File: config.mk
export PLATFORM = sky130hd
export DESIGN_NAME = spc_smp_timers_flat
export DESIGN_NICKNAME = d
export VERILOG_FILES = /design/src/rtl/spc_smp_pkg.sv /design/src/rtl/spc_smp_timers_if.sv /design/src/rtl/spc_smp_timer.sv /design/src/rtl/spc_smp_timers.sv /design/src/flat_wrapper.sv
export SDC_FILE = /design/constraint.sdc
export NUM_CORES = 1
export LEC_CHECK = 0
export BUFFER_PORTS_ARGS = -buffer_cell sky130_fd_sc_hd__buf_4
export CAP_MARGIN = 20
export CORE_MARGIN = 2
export CORE_UTILIZATION = 35
export CTS_CLUSTER_DIAMETER = 150
export DETAILED_ROUTE_END_ITERATION = 10
export GPL_TIMING_DRIVEN = 0
export PLACE_DENSITY_LB_ADDON = 0.08
export SLEW_MARGIN = 20
export SYNTH_ARGS = -nofsm -noshare
export SYNTH_HDL_FRONTEND = slang
export SYNTH_HIERARCHICAL = 1
export SYNTH_SLANG_ARGS = --single-unit
File: constraint.sdc
create_clock -name CLK -period 5.99 [get_ports CLK]
set_clock_uncertainty 0.2 [all_clocks]
set_input_delay 0.599 -clock CLK [delete_from_list [all_inputs] [get_ports CLK]]
set_output_delay 0.599 -clock CLK [all_outputs]
set_load 0.05 [all_outputs]
File: src/rtl/spc_smp_pkg.sv
// Shared constants for the SMP I/O register block: bus addresses, default
// prescaler ratios and the address-decode helper.
package spc_smp_pkg;

    localparam logic [15:0] ADDR_CTRL  = 16'h00F1;
    localparam logic [15:0] ADDR_T0DIV = 16'h00FA;
    localparam logic [15:0] ADDR_T1DIV = 16'h00FB;
    localparam logic [15:0] ADDR_T2DIV = 16'h00FC;
    localparam logic [15:0] ADDR_T0OUT = 16'h00FD;
    localparam logic [15:0] ADDR_T1OUT = 16'h00FE;
    localparam logic [15:0] ADDR_T2OUT = 16'h00FF;

    localparam int unsigned T01_PRESCALE_DEF = 32'd128;
    localparam int unsigned T2_PRESCALE_DEF  = 32'd16;

    // True for every address this block owns: $F1 and $FA-$FF.
    function automatic logic addr_hit(input logic [15:0] addr);
        return (addr == ADDR_CTRL) || ((addr >= ADDR_T0DIV) && (addr <= ADDR_T2OUT));
    endfunction

endpackage

File: src/rtl/spc_smp_timers_if.sv
// CPU-side bus seen by the SMP register block; the core drives it,
// the register block answers with SEL and combinational read data.
interface spc_smp_timers_if;
    logic        EN;
    logic [15:0] ADDR;
    logic [7:0]  DI;
    logic        WE_N;
    logic [7:0]  DO;
    logic        SEL;

    modport master (output EN, output ADDR, output DI, output WE_N, input DO, input SEL);
    modport slave  (input EN, input ADDR, input DI, input WE_N, output DO, output SEL);
endinterface

File: src/rtl/spc_smp_timer.sv
// One stage-2 timer: 8-bit up-counter compared against DIV, feeding a
// 4-bit output counter that clears on read without losing a coincident count.
module spc_smp_timer (
    input  logic       clk_i,
    input  logic       rst_i,
    input  logic       tick_i,
    input  logic       en_i,
    input  logic       en_set_i,
    input  logic       rd_i,
    input  logic [7:0] div_i,
    output logic [3:0] out_o
);

    logic [7:0] cnt_q, cnt_d, nxt_s;
    logic [3:0] out_q, out_d;
    logic       fire_s;

    // Next-state: enable rising edge wins over a tick; a read keeps a coincident increment.
    always_comb begin
        nxt_s  = cnt_q + 8'd1;
        fire_s = tick_i & en_i & (nxt_s == div_i);
        cnt_d  = cnt_q;
        out_d  = out_q;
        if (en_set_i) begin
            cnt_d = 8'd0;
            out_d = 4'd0;
        end else begin
            if (tick_i & en_i) begin
                cnt_d = fire_s ? 8'd0 : nxt_s;
            end else begin
                cnt_d = cnt_q;
            end
            if (rd_i) begin
                out_d = fire_s ? 4'd1 : 4'd0;
            end else if (fire_s) begin
                out_d = out_q + 4'd1;
            end else begin
                out_d = out_q;
            end
        end
    end

    // State registers.
    always_ff @(posedge clk_i) begin
        if (rst_i) begin
            cnt_q <= 8'd0;
            out_q <= 4'd0;
        end else begin
            cnt_q <= cnt_d;
            out_q <= out_d;
        end
    end

    assign out_o = out_q;

endmodule

File: src/rtl/spc_smp_timers.sv
// SMP I/O register block: control register, three timers with shared
// prescalers, combinational read-back and the IPL/port-clear controls.
module spc_smp_timers
    import spc_smp_pkg::*;
#(
    parameter int unsigned T01_PRESCALE = T01_PRESCALE_DEF,
    parameter int unsigned T2_PRESCALE  = T2_PRESCALE_DEF
) (
    input  logic              CLK,
    input  logic              RST,
    input  logic              CE,
    spc_smp_timers_if.slave   bus,
    output logic              IPL_EN,
    output logic              CLR_P01,
    output logic              CLR_P23
);

    localparam int W01 = $clog2(T01_PRESCALE);
    localparam int W2  = $clog2(T2_PRESCALE);

    logic [W01-1:0]  pre01_q, pre01_d;
    logic [W2-1:0]   pre2_q, pre2_d;
    logic            tick01_s, tick2_s;
    logic [2:0]      tick_s;

    logic [2:0]      ctrl_q, ctrl_d;
    logic            ipl_q, ipl_d;
    logic            clr01_q, clr01_d;
    logic            clr23_q, clr23_d;
    logic [2:0][7:0] div_q, div_d;

    logic            sel_s, wr_s, rd_s, ctrl_wr_s;
    logic [2:0]      en_set_s;
    logic [3:0]      out_s [3];
    logic            unused_ok_s;

    assign sel_s     = addr_hit(bus.ADDR);
    assign wr_s      = bus.EN & ~bus.WE_N & sel_s;
    assign rd_s      = bus.EN & bus.WE_N & sel_s;
    assign ctrl_wr_s = wr_s & (bus.ADDR == ADDR_CTRL);
    assign en_set_s  = ctrl_wr_s ? (bus.DI[2:0] & ~ctrl_q) : 3'b000;
    assign unused_ok_s = bus.DI[6] ^ bus.DI[3];

    assign tick01_s = CE & (pre01_q == W01'(T01_PRESCALE - 32'd1));
    assign tick2_s  = CE & (pre2_q == W2'(T2_PRESCALE - 32'd1));
    assign tick_s   = {tick2_s, tick01_s, tick01_s};

    // Free-running prescalers; only RST realigns their phase.
    always_comb begin
        pre01_d = pre01_q;
        pre2_d  = pre2_q;
        if (CE) begin
            pre01_d = tick01_s ? '0 : pre01_q + W01'(1);
            pre2_d  = tick2_s  ? '0 : pre2_q + W2'(1);
        end else begin
            pre01_d = pre01_q;
            pre2_d  = pre2_q;
        end
    end

    // Control and divider register writes; port-clear strobes last one cycle.
    always_comb begin
        ctrl_d  = ctrl_q;
        ipl_d   = ipl_q;
        clr01_d = 1'b0;
        clr23_d = 1'b0;
        div_d   = div_q;
        if (ctrl_wr_s) begin
            ctrl_d  = bus.DI[2:0];
            ipl_d   = bus.DI[7];
            clr01_d = bus.DI[4];
            clr23_d = bus.DI[5];
        end else begin
            ctrl_d  = ctrl_q;
            ipl_d   = ipl_q;
        end
        for (int n = 0; n < 3; n++) begin
            if (wr_s && (bus.ADDR == (ADDR_T0DIV + 16'(n)))) begin
                div_d[n] = bus.DI;
            end else begin
                div_d[n] = div_q[n];
            end
        end
    end

    // Block state registers.
    always_ff @(posedge CLK) begin
        if (RST) begin
            pre01_q <= '0;
            pre2_q  <= '0;
            ctrl_q  <= 3'b000;
            ipl_q   <= 1'b1;
            clr01_q <= 1'b0;
            clr23_q <= 1'b0;
            div_q   <= '0;
        end else begin
            pre01_q <= pre01_d;
            pre2_q  <= pre2_d;
            ctrl_q  <= ctrl_d;
            ipl_q   <= ipl_d;
            clr01_q <= clr01_d;
            clr23_q <= clr23_d;
            div_q   <= div_d;
        end
    end

    for (genvar g = 0; g < 3; g++) begin : g_tmr
        spc_smp_timer u_timer (
            .clk_i    (CLK),
            .rst_i    (RST),
            .tick_i   (tick_s[g]),
            .en_i     (ctrl_q[g]),
            .en_set_i (en_set_s[g]),
            .rd_i     (rd_s & (bus.ADDR == (ADDR_T0OUT + 16'(g)))),
            .div_i    (div_q[g]),
            .out_o    (out_s[g])
        );
    end

    // Read-back mux: only the output counters are readable.
    always_comb begin
        case (bus.ADDR)
            ADDR_T0OUT: bus.DO = {4'h0, out_s[0]};
            ADDR_T1OUT: bus.DO = {4'h0, out_s[1]};
            ADDR_T2OUT: bus.DO = {4'h0, out_s[2]};
            default:    bus.DO = 8'h00;
        endcase
    end

    assign bus.SEL = sel_s;
    assign IPL_EN  = ipl_q;
    assign CLR_P01 = clr01_q;
    assign CLR_P23 = clr23_q;

endmodule
File: src/flat_wrapper.sv
// flat-port wrapper written by rule: the top's interface ports become plain ports
module spc_smp_timers_flat import spc_smp_pkg::*;
#(
    parameter int unsigned T01_PRESCALE = T01_PRESCALE_DEF,
    parameter int unsigned T2_PRESCALE  = T2_PRESCALE_DEF
)
  (CLK, RST, CE, IPL_EN, CLR_P01, CLR_P23, bus_EN, bus_ADDR, bus_DI, bus_WE_N, bus_DO, bus_SEL);
  spc_smp_timers_if bus_i ();
  input  logic CLK;
  input  logic RST;
  input  logic CE;
  output logic IPL_EN;
  output logic CLR_P01;
  output logic CLR_P23;
  input wire logic [$bits(bus_i.EN)-1:0] bus_EN;
  input wire logic [$bits(bus_i.ADDR)-1:0] bus_ADDR;
  input wire logic [$bits(bus_i.DI)-1:0] bus_DI;
  input wire logic [$bits(bus_i.WE_N)-1:0] bus_WE_N;
  output wire logic [$bits(bus_i.DO)-1:0] bus_DO;
  output wire logic [$bits(bus_i.SEL)-1:0] bus_SEL;
  assign bus_i.EN = bus_EN;
  assign bus_i.ADDR = bus_ADDR;
  assign bus_i.DI = bus_DI;
  assign bus_i.WE_N = bus_WE_N;
  assign bus_DO = bus_i.DO;
  assign bus_SEL = bus_i.SEL;
  spc_smp_timers #(.T01_PRESCALE(T01_PRESCALE), .T2_PRESCALE(T2_PRESCALE)) u_core (.CLK(CLK), .RST(RST), .CE(CE), .bus(bus_i), .IPL_EN(IPL_EN), .CLR_P01(CLR_P01), .CLR_P23(CLR_P23));
endmodule
==> results of run 1 <==
-- where the power goes --
part,internal [mW],total [mW],leakage (nW),switching (mW)
clock network,0.287,0.502,0.134,0.216
logic,0.0348,0.0739,1.27,0.0392
registers,0.516,0.521,0.621,0.00437
-- routing by layer --
metal / vias up / share of wire (%) / global-route usage [%]
met5: - / 0 / 0
met4: 0 / 1.8 / 6.85
met3: 15 / 1.9 / 2.70
met2: 38 / 45 / 25.6
met1: 1835 / 51 / 22.4
li1: 1928 / - / -
-- cell families (layout without fill, tap and decap cells) --
group / after synthesis / in the layout
AO/OA/AOI/OAI: 70 / 70
XOR/XNOR: 37 / 37
adder cells (fa/ha/maj): 8 / 8
buffers and inverters: 38 / 89
flip-flops: 77 / 77
multiplexers: 38 / 38
other: 1 / 4
AND/OR/NAND/NOR: 237 / 237
-- final timing paths --
path         slack (ns)                          endpoint  depth (start not counted)
max                2.73  u_core/g_tmr[0].u_timer/out_o[3]                         10
min                0.29                   u_core/div_q[5]                          2
max reg2reg        2.73  u_core/g_tmr[0].u_timer/out_o[3]                         10
min reg2reg        0.29                   u_core/div_q[5]                          2
-- cell usage in the layout (no fill, tap or decap), drive strengths merged, types with 2 or more instances in the layout --
master	n
o21ai	13
a41oi	3
o2111ai	3
or4b	4
a31oi	15
ha	8
conb	4
or3	16
and4	8
nor4	2
clkinv	4
nand2	45
a22oi	4
mux2i	34
or4	13
and2	3
inv	3
nand4	11
nand2b	40
or2	4
nor3	4
a21oi	22
buf	57
a2111oi	3
dfxtp	77
xnor2	20
nand3b	18
nand4bb	3
nand3	16
and3	7
nor4b	4
o21a	3
nor3b	10
clkbuf	24
nor2	26
xor2	17
mux2	4
a22o	3
-- sequential cells by signal, summed over array words and instances (netlist names) --
name and count:
u_core/g_tmr.u_timer/out_o 12, u_core/ctrl_q 3, u_core/CLR_P01 1, u_core/pre01_q 7, u_core/pre2_q 4, u_core/IPL_EN 1, u_core/CLR_P23 1, u_core/div_q 24
u_core/g_tmr.u_timer/cnt_q 24
-- worst min-delay path, delay by kind of cell, from the launching register on --
kind / cells / cell delay, ns
flip-flops: 1 / 0.32
multiplexers: 1 / 0.06
AND/OR/NAND/NOR: 1 / 0.06
-- per-stage QoR --
step / cell area (sq um) / std cells / hold WS (ns) / utilization (%) / setup WS, ns
floorplan: 4610 / 509 / 0.254 / - / 3.13
global placement: 5090 / 717 / 0.275 / 40.0 / 2.56
detailed placement: 5090 / 717 / 0.278 / 40.0 / 2.55
CTS: 5360 / 732 / 0.293 / 42.1 / 2.74
global route: 5360 / 732 / 0.312 / 42.1 / 2.37
finish: 5360 / 732 / 0.286 / 42.1 / 2.73
-- layout make-up --
cell class              count  area, sq um
fillers                  1343         7360
multi-input cells         394         2860
flip-flops and latches     77         1540
repair buffers             36          270
clock buffers              10          239
well taps                 172          215
plain buffers              35          189
clock inverters             5         27.5
inverters                   3         11.3
==> results.md, run 1 <==
* Run status: finished, final reports clean
* Tcrit/Tclk final at 54.5%
* Synth area leaders: dfxtp_1, mux2i_1, nand2b_1
* Yosys cell types at 54
* Die Height at 119 microns
* CP Cell Sequence: ha_1, nand2_1, nor2_1, and2_1, clkbuf_1, nand2_1, a2111oi_2, nand4_2, or3_1, a21oi_1
* Post-synthesis mux area share at 8.39%
* Setup violators final at 0
* Maximum Capacitance Violations at 0
* Clk_lat worst skew at 0.34 ns
* Data required time of the critical path at 6.06 ns
* Max Fclk at 306 MHz
* DRT Pass-1 Iters at 4
* Synth top area share at 33.6%
* Final TNS setup at 0 ns
* Area Growth Syn to Fin at 16.6%
* Post-Route WL at 11300 microns
* PD cells at 205 nW/um^2
* Reg-to-Reg Start: u_core/pre01_q[0]
* Fin nets at 593
* Async S/R FF share, synth at 0%
* Maximum vdd ir drop at 0.000125 V
* Largest net degree at the start of global routing at 13
* Slowest cell on the critical path: a2111oi_2
* Pwr Total at 1.10 mW
* Num rows at 41
* Setup crit end kind: flip-flop
* Synth area leader: dfxtp_1
* Largest family of logic cells by synthesized area: simple AND/OR/NAND/NOR gates
* Slowest stage delay, CP at 0.48 ns
* WL/cell at 15.5 microns
* Diode count at 0
* DRT iter0 DRCs at 134
* Top cells by count, synth: dfxtp_1, nand2_1, nand2b_1
* CTS clk-pin slew, worst paths at 0.06 ns
* Crit path buffers/inverters at 1
* CTS Root Cell: clkbuf_16
* Slew margin rel. at 60.2%
* Routed vias/inst at 5.21
* Most used cell, CP: nand2_1
* Clock buffer depth at 2
* LEAKAGE at 2.02 nW
* Post-synthesis xor/xnor area fraction at 8.77%
* Core Box Area at 12700 sq um
* Initial Util at 36.1%
* EDFF count, synth at 0
* Port buffer count at 36
* Register area share after synthesis at 33.6%
* RSZ-0062 raised after global routing: false
* Number of buffers created by CTS at 9
* Routed Antenna Nets at 0
* Share of post-route cells with drive strength above 1 at 19.5%
* CTS Hold Bufs at 0
* Critical-path maximum fanout at 8
* Slew @ Worst Pin at 0.597 ns
* Hold_sp: u_core/div_q[5]
* Critical path class: reg2reg
* Syn avg cell area at 9.08 sq um
* Initial antenna violation count at 0
* Yosys warnings at 6
* Final min period at 3.26 ns
* Post-Synth Adder-Cell Area at 2.18%
* Post-synthesis compound-gate area fraction at 9.83%
* Clock sink total at 77
* Prevailing post-synth register cell: dfxtp_1
* Vias at 3816
* First-pass GRT wire length at 18500 microns
* Type of origin of the critical path: flip-flop
* Most frequent cell after synthesis: dfxtp_1
* IO Pins at 41
* Synthesis-stage register bit count at 77
* Crit path max-delay family: simple AND/OR/NAND/NOR gates
* Gate Count Post-Synth at 506
* Synth Cell Area at 4590 sq um
* DRC at 0
* Arr. time, crit path at 3.33 ns
* Gr ovfl total at 0
* Hold Crit Class: reg2reg
* Vias in the first global route at 3653
* Critical path launch point: u_core/pre01_q[0]
* Final Hold Viols at 0
* Post-CTS setup repair buffer count at 0
* Placer Congestion at 0.778
* Maximum level of the CTS H-tree at 3
* Die Wd at 119 microns
* Cts repair resizes at 0
* Synth Area in Simple Gates at 32.8%
* DIE AREA at 14100 sq um
* Gr usage total at 16.4%
* HPWL after detailed placement at 8460 microns
* Fin. max-slew vios at 0
* CTS tree: done
Note: power is estimated with default switching activity, not from simulation.
==> inputs of run 2 (changes only) <==
- ABC_AREA: default -> 1
- clock period: 5.99 -> 3.1 ns (I/O delays scaled with it)
==> run 2 against run 1 <==
Via count up 33%. Routed wire length is 11% higher. Cell area rose by 9.9%. Die area grew 11%.
==> results.md, run 2 <==
* Design area at 5890 sq um (+9.9%)
* Maximum level of the CTS H-tree at 3 (unchanged)
* DIE AREA at 15600 sq um (+11%)
* Gate Count Post-Synth at 808 (+60%)
* Core Box Area at 14400 sq um (+13%)
* Die Height at 125 microns (+5.3%)
* LEAKAGE at 2.47 nW (+22%)
* Crit path max-delay family: simple AND/OR/NAND/NOR gates
* Placer Congestion at 0.859 (+10%)
* HPWL after detailed placement at 10100 microns (+19%)
* Maximum Capacitance Violations at 0 (unchanged)
* CTS Root Cell: clkbuf_16
* PD cells at 351 nW/um^2 (+72%)
* Critical path class: reg2reg
* Syn avg cell area at 6.33 sq um (-30%)
* CTS tree: done
* Vias at 5072 (+33%)
* Num rows at 44 (+7.3%)
* First-pass GRT wire length at 21500 microns (+16%)
* Max Fclk at 363 MHz (+19%)
* DRT Pass-1 Iters at 5 (+1)
* Number of buffers created by CTS at 9 (unchanged)
* Run status: finished, final reports clean
* Prevailing post-synth register cell: dfxtp_1
* Vias in the first global route at 4634 (+27%)
* Slowest cell on the critical path: dfxtp_1
* Most used cell, CP: nand2_1
* Async S/R FF share, synth at 0% (unchanged)
* Gr ovfl total at 0 (unchanged)
* Setup violators final at 0 (unchanged)
* Hold WS at 0.0433 ns (-0.243 ns)
* Tcrit/Tclk final at 88.8% (+34 points)
* Die Wd at 125 microns (+5.3%)
* Synth area leader: dfxtp_1
* Data required time of the critical path at 3.12 ns (-2.94 ns)
* Clk_lat worst skew at 0.34 ns (about the same)
* Post-Route WL at 12600 microns (+11%)
* Routed vias/inst at 4.85 (-7.0%)
* Worst slack at placement at 0.247 ns (-2.30 ns)
* Synth area leaders: dfxtp_1, nand2_1, nand3_1
* Commonest non-fill, non-tap cell in the layout: nand2_1
* Arr. time, crit path at 2.77 ns (-0.56 ns)
* Setup crit end kind: flip-flop
* EDFF count, synth at 0 (unchanged)
* Critical-path maximum fanout at 9 (+1)
* CP Cell Sequence: ha_1, nand2_1, nor3b_1, nand2_1, nor2_1, nand2_1, inv_1, nand2_1, inv_2, o21ai_0, nor2_1, nand3_1, nor2_1, nand3_4, nand3_1, a21oi_1
* DRT iter0 DRCs at 260 (+94%)
* Fin. max-slew vios at 0 (unchanged)
* Clock buffer depth at 2 (unchanged)
* WL/cell at 12.0 microns (-22%)
* Port buffer count at 35 (-2.8%)
* RSZ-0062 raised after global routing: false
* Maximum vdd ir drop at 0.000249 V (+98%)
* Placed Area at 5620 sq um (+10%)
* Hold Crit Class: in2reg
* Most frequent cells in the layout: nand2_1, inv_1, nor2_1, nand3_1, dfxtp_1
* Worst Hold Depth at 3 (+1)
* Synth Cell Area at 5110 sq um (+11%)
* Fin nets at 894 (+51%)
* DRC at 0 (unchanged)
* Slowest stage delay, CP at 0.35 ns (-0.13 ns)
* Top cells by count, synth: nand2_1, inv_1, nor2_1
* Final min period at 2.75 ns (-0.510 ns)
* Final TNS setup at 0 ns (unchanged)
* Largest net degree at the start of global routing at 14 (+1)
* Yosys cell types at 31 (-43%)
* CP Depth at 16 (+6)
* Yosys warnings at 6 (unchanged)
* Type of origin of the critical path: flip-flop
* Synth top area share at 30.1% (-3.4 points)
* Share of post-route cells with drive strength above 1 at 16.7% (-2.8 points)
* Worst setup margin at 0.347 ns (-2.38 ns)
* Most frequent cell after synthesis: nand2_1
* Register area share after synthesis at 30.1% (-3.4 points)
* Initial antenna violation count at 0 (unchanged)
* Crit path buffers/inverters at 2 (+1)
* Final Hold Viols at 0 (unchanged)
* Synthesis-stage register bit count at 77 (unchanged)
* IO Pins at 41 (unchanged)
* Gr usage total at 16.7% (+0.25 points)
* CTS Hold Bufs at 0 (unchanged)
* CTS clk-pin slew, worst paths at 0.06 ns (about the same)
* Routed Antenna Nets at 0 (unchanged)
* Area Growth Syn to Fin at 15.1%
* R2R cell count at 16 (+6)
* Clock sink total at 77 (unchanged)
* Initial Util at 35.5% (-0.66 points)
* Diode count at 0 (unchanged)
-- run 2: cell types whose count changed in the layout (fill, tap and decap cells not counted), sizes merged, moves of 15 or more --
cell,before,now
a21oi,22,63
a31oi,15,0
inv,3,117
mux2i,34,0
nand2,45,242
nand2b,40,0
nand3,16,105
nand3b,18,0
nor2,26,119
or3,16,0
xnor2,20,0
xor2,17,1
-- run 2: cells by family (layout without fill, tap and decap cells) --
kind of cell	after synthesis	count (layout)	share of synthesized area (%)
flops	77	77	30.1
simple gates	501	501	47.9
buf+inv	133	184	10.4
fa+ha+maj	8	8	1.96
other cells	1	4	0.0733
xor+xnor	1	1	0.171
compound gates	87	87	9.30
-- run 2: power by group --
group          switching (mW)  total, mW  leakage (nW)  internal [mW]
combinational          0.0727      0.115          1.72         0.0424
clock                   0.420      0.955         0.127          0.536
sequential            0.00357      0.998         0.621          0.995
total                   0.496       2.07          2.47           1.57
-- run 2: path summary, 6_finish.rpt --
| path | slack [ns] | startpoint | endpoint |
|---|---|---|---|
| max | 0.35 | u_core/pre01_q[0] | u_core/g_tmr[1].u_timer/cnt_q[6] |
| min | 0.04 | bus_DI[7] | u_core/IPL_EN |
| max reg2reg | 0.35 | u_core/pre01_q[0] | u_core/g_tmr[1].u_timer/cnt_q[6] |
| min reg2reg | 0.25 | u_core/pre2_q[3] | u_core/pre2_q[3] |
-- run 2: tightest hold or removal path: cells and delay by family --
kind,cells,cell delay [ns]
and+or+nand+nor,2,0.12
buffers and inverters,1,0.13
-- run 2: routing by layer --
layer / vias to the layer above / share of wire [%] / GRT usage [%]
met5: - / 0 / 0
met4: 0 / 1.8 / 6.41
met3: 16 / 3.8 / 2.96
met2: 94 / 44 / 26.0
met1: 2268 / 50 / 23.0
li1: 2694 / - / -
-- run 2: what timing repair did --
item                                    4_1_cts  5_1_grt
gates resized for setup                       0        1
buffers inserted                              0        0
hold endpoints to repair                      0        0
endpoints found under the setup margin        0        1
-- run 2: final cells by class --
class	count	area, sq um
flip-flops and latches	77	1540
repair buffers	35	263
clock inverters	7	42.5
fillers	1587	8540
well taps	184	230
clock buffers	9	225
plain buffers	16	95.1
inverters	117	439
multi-input cells	601	3050
-- run 2: metrics by stage --
stage,utilization (%),total power [mW],instances
global route,40.8,2.17,1046
detailed placement,38.9,1.14,1030
CTS,40.8,2.12,1046
finish,40.8,2.07,1046
global placement,38.9,1.13,1030
floorplan,-,1.08,811
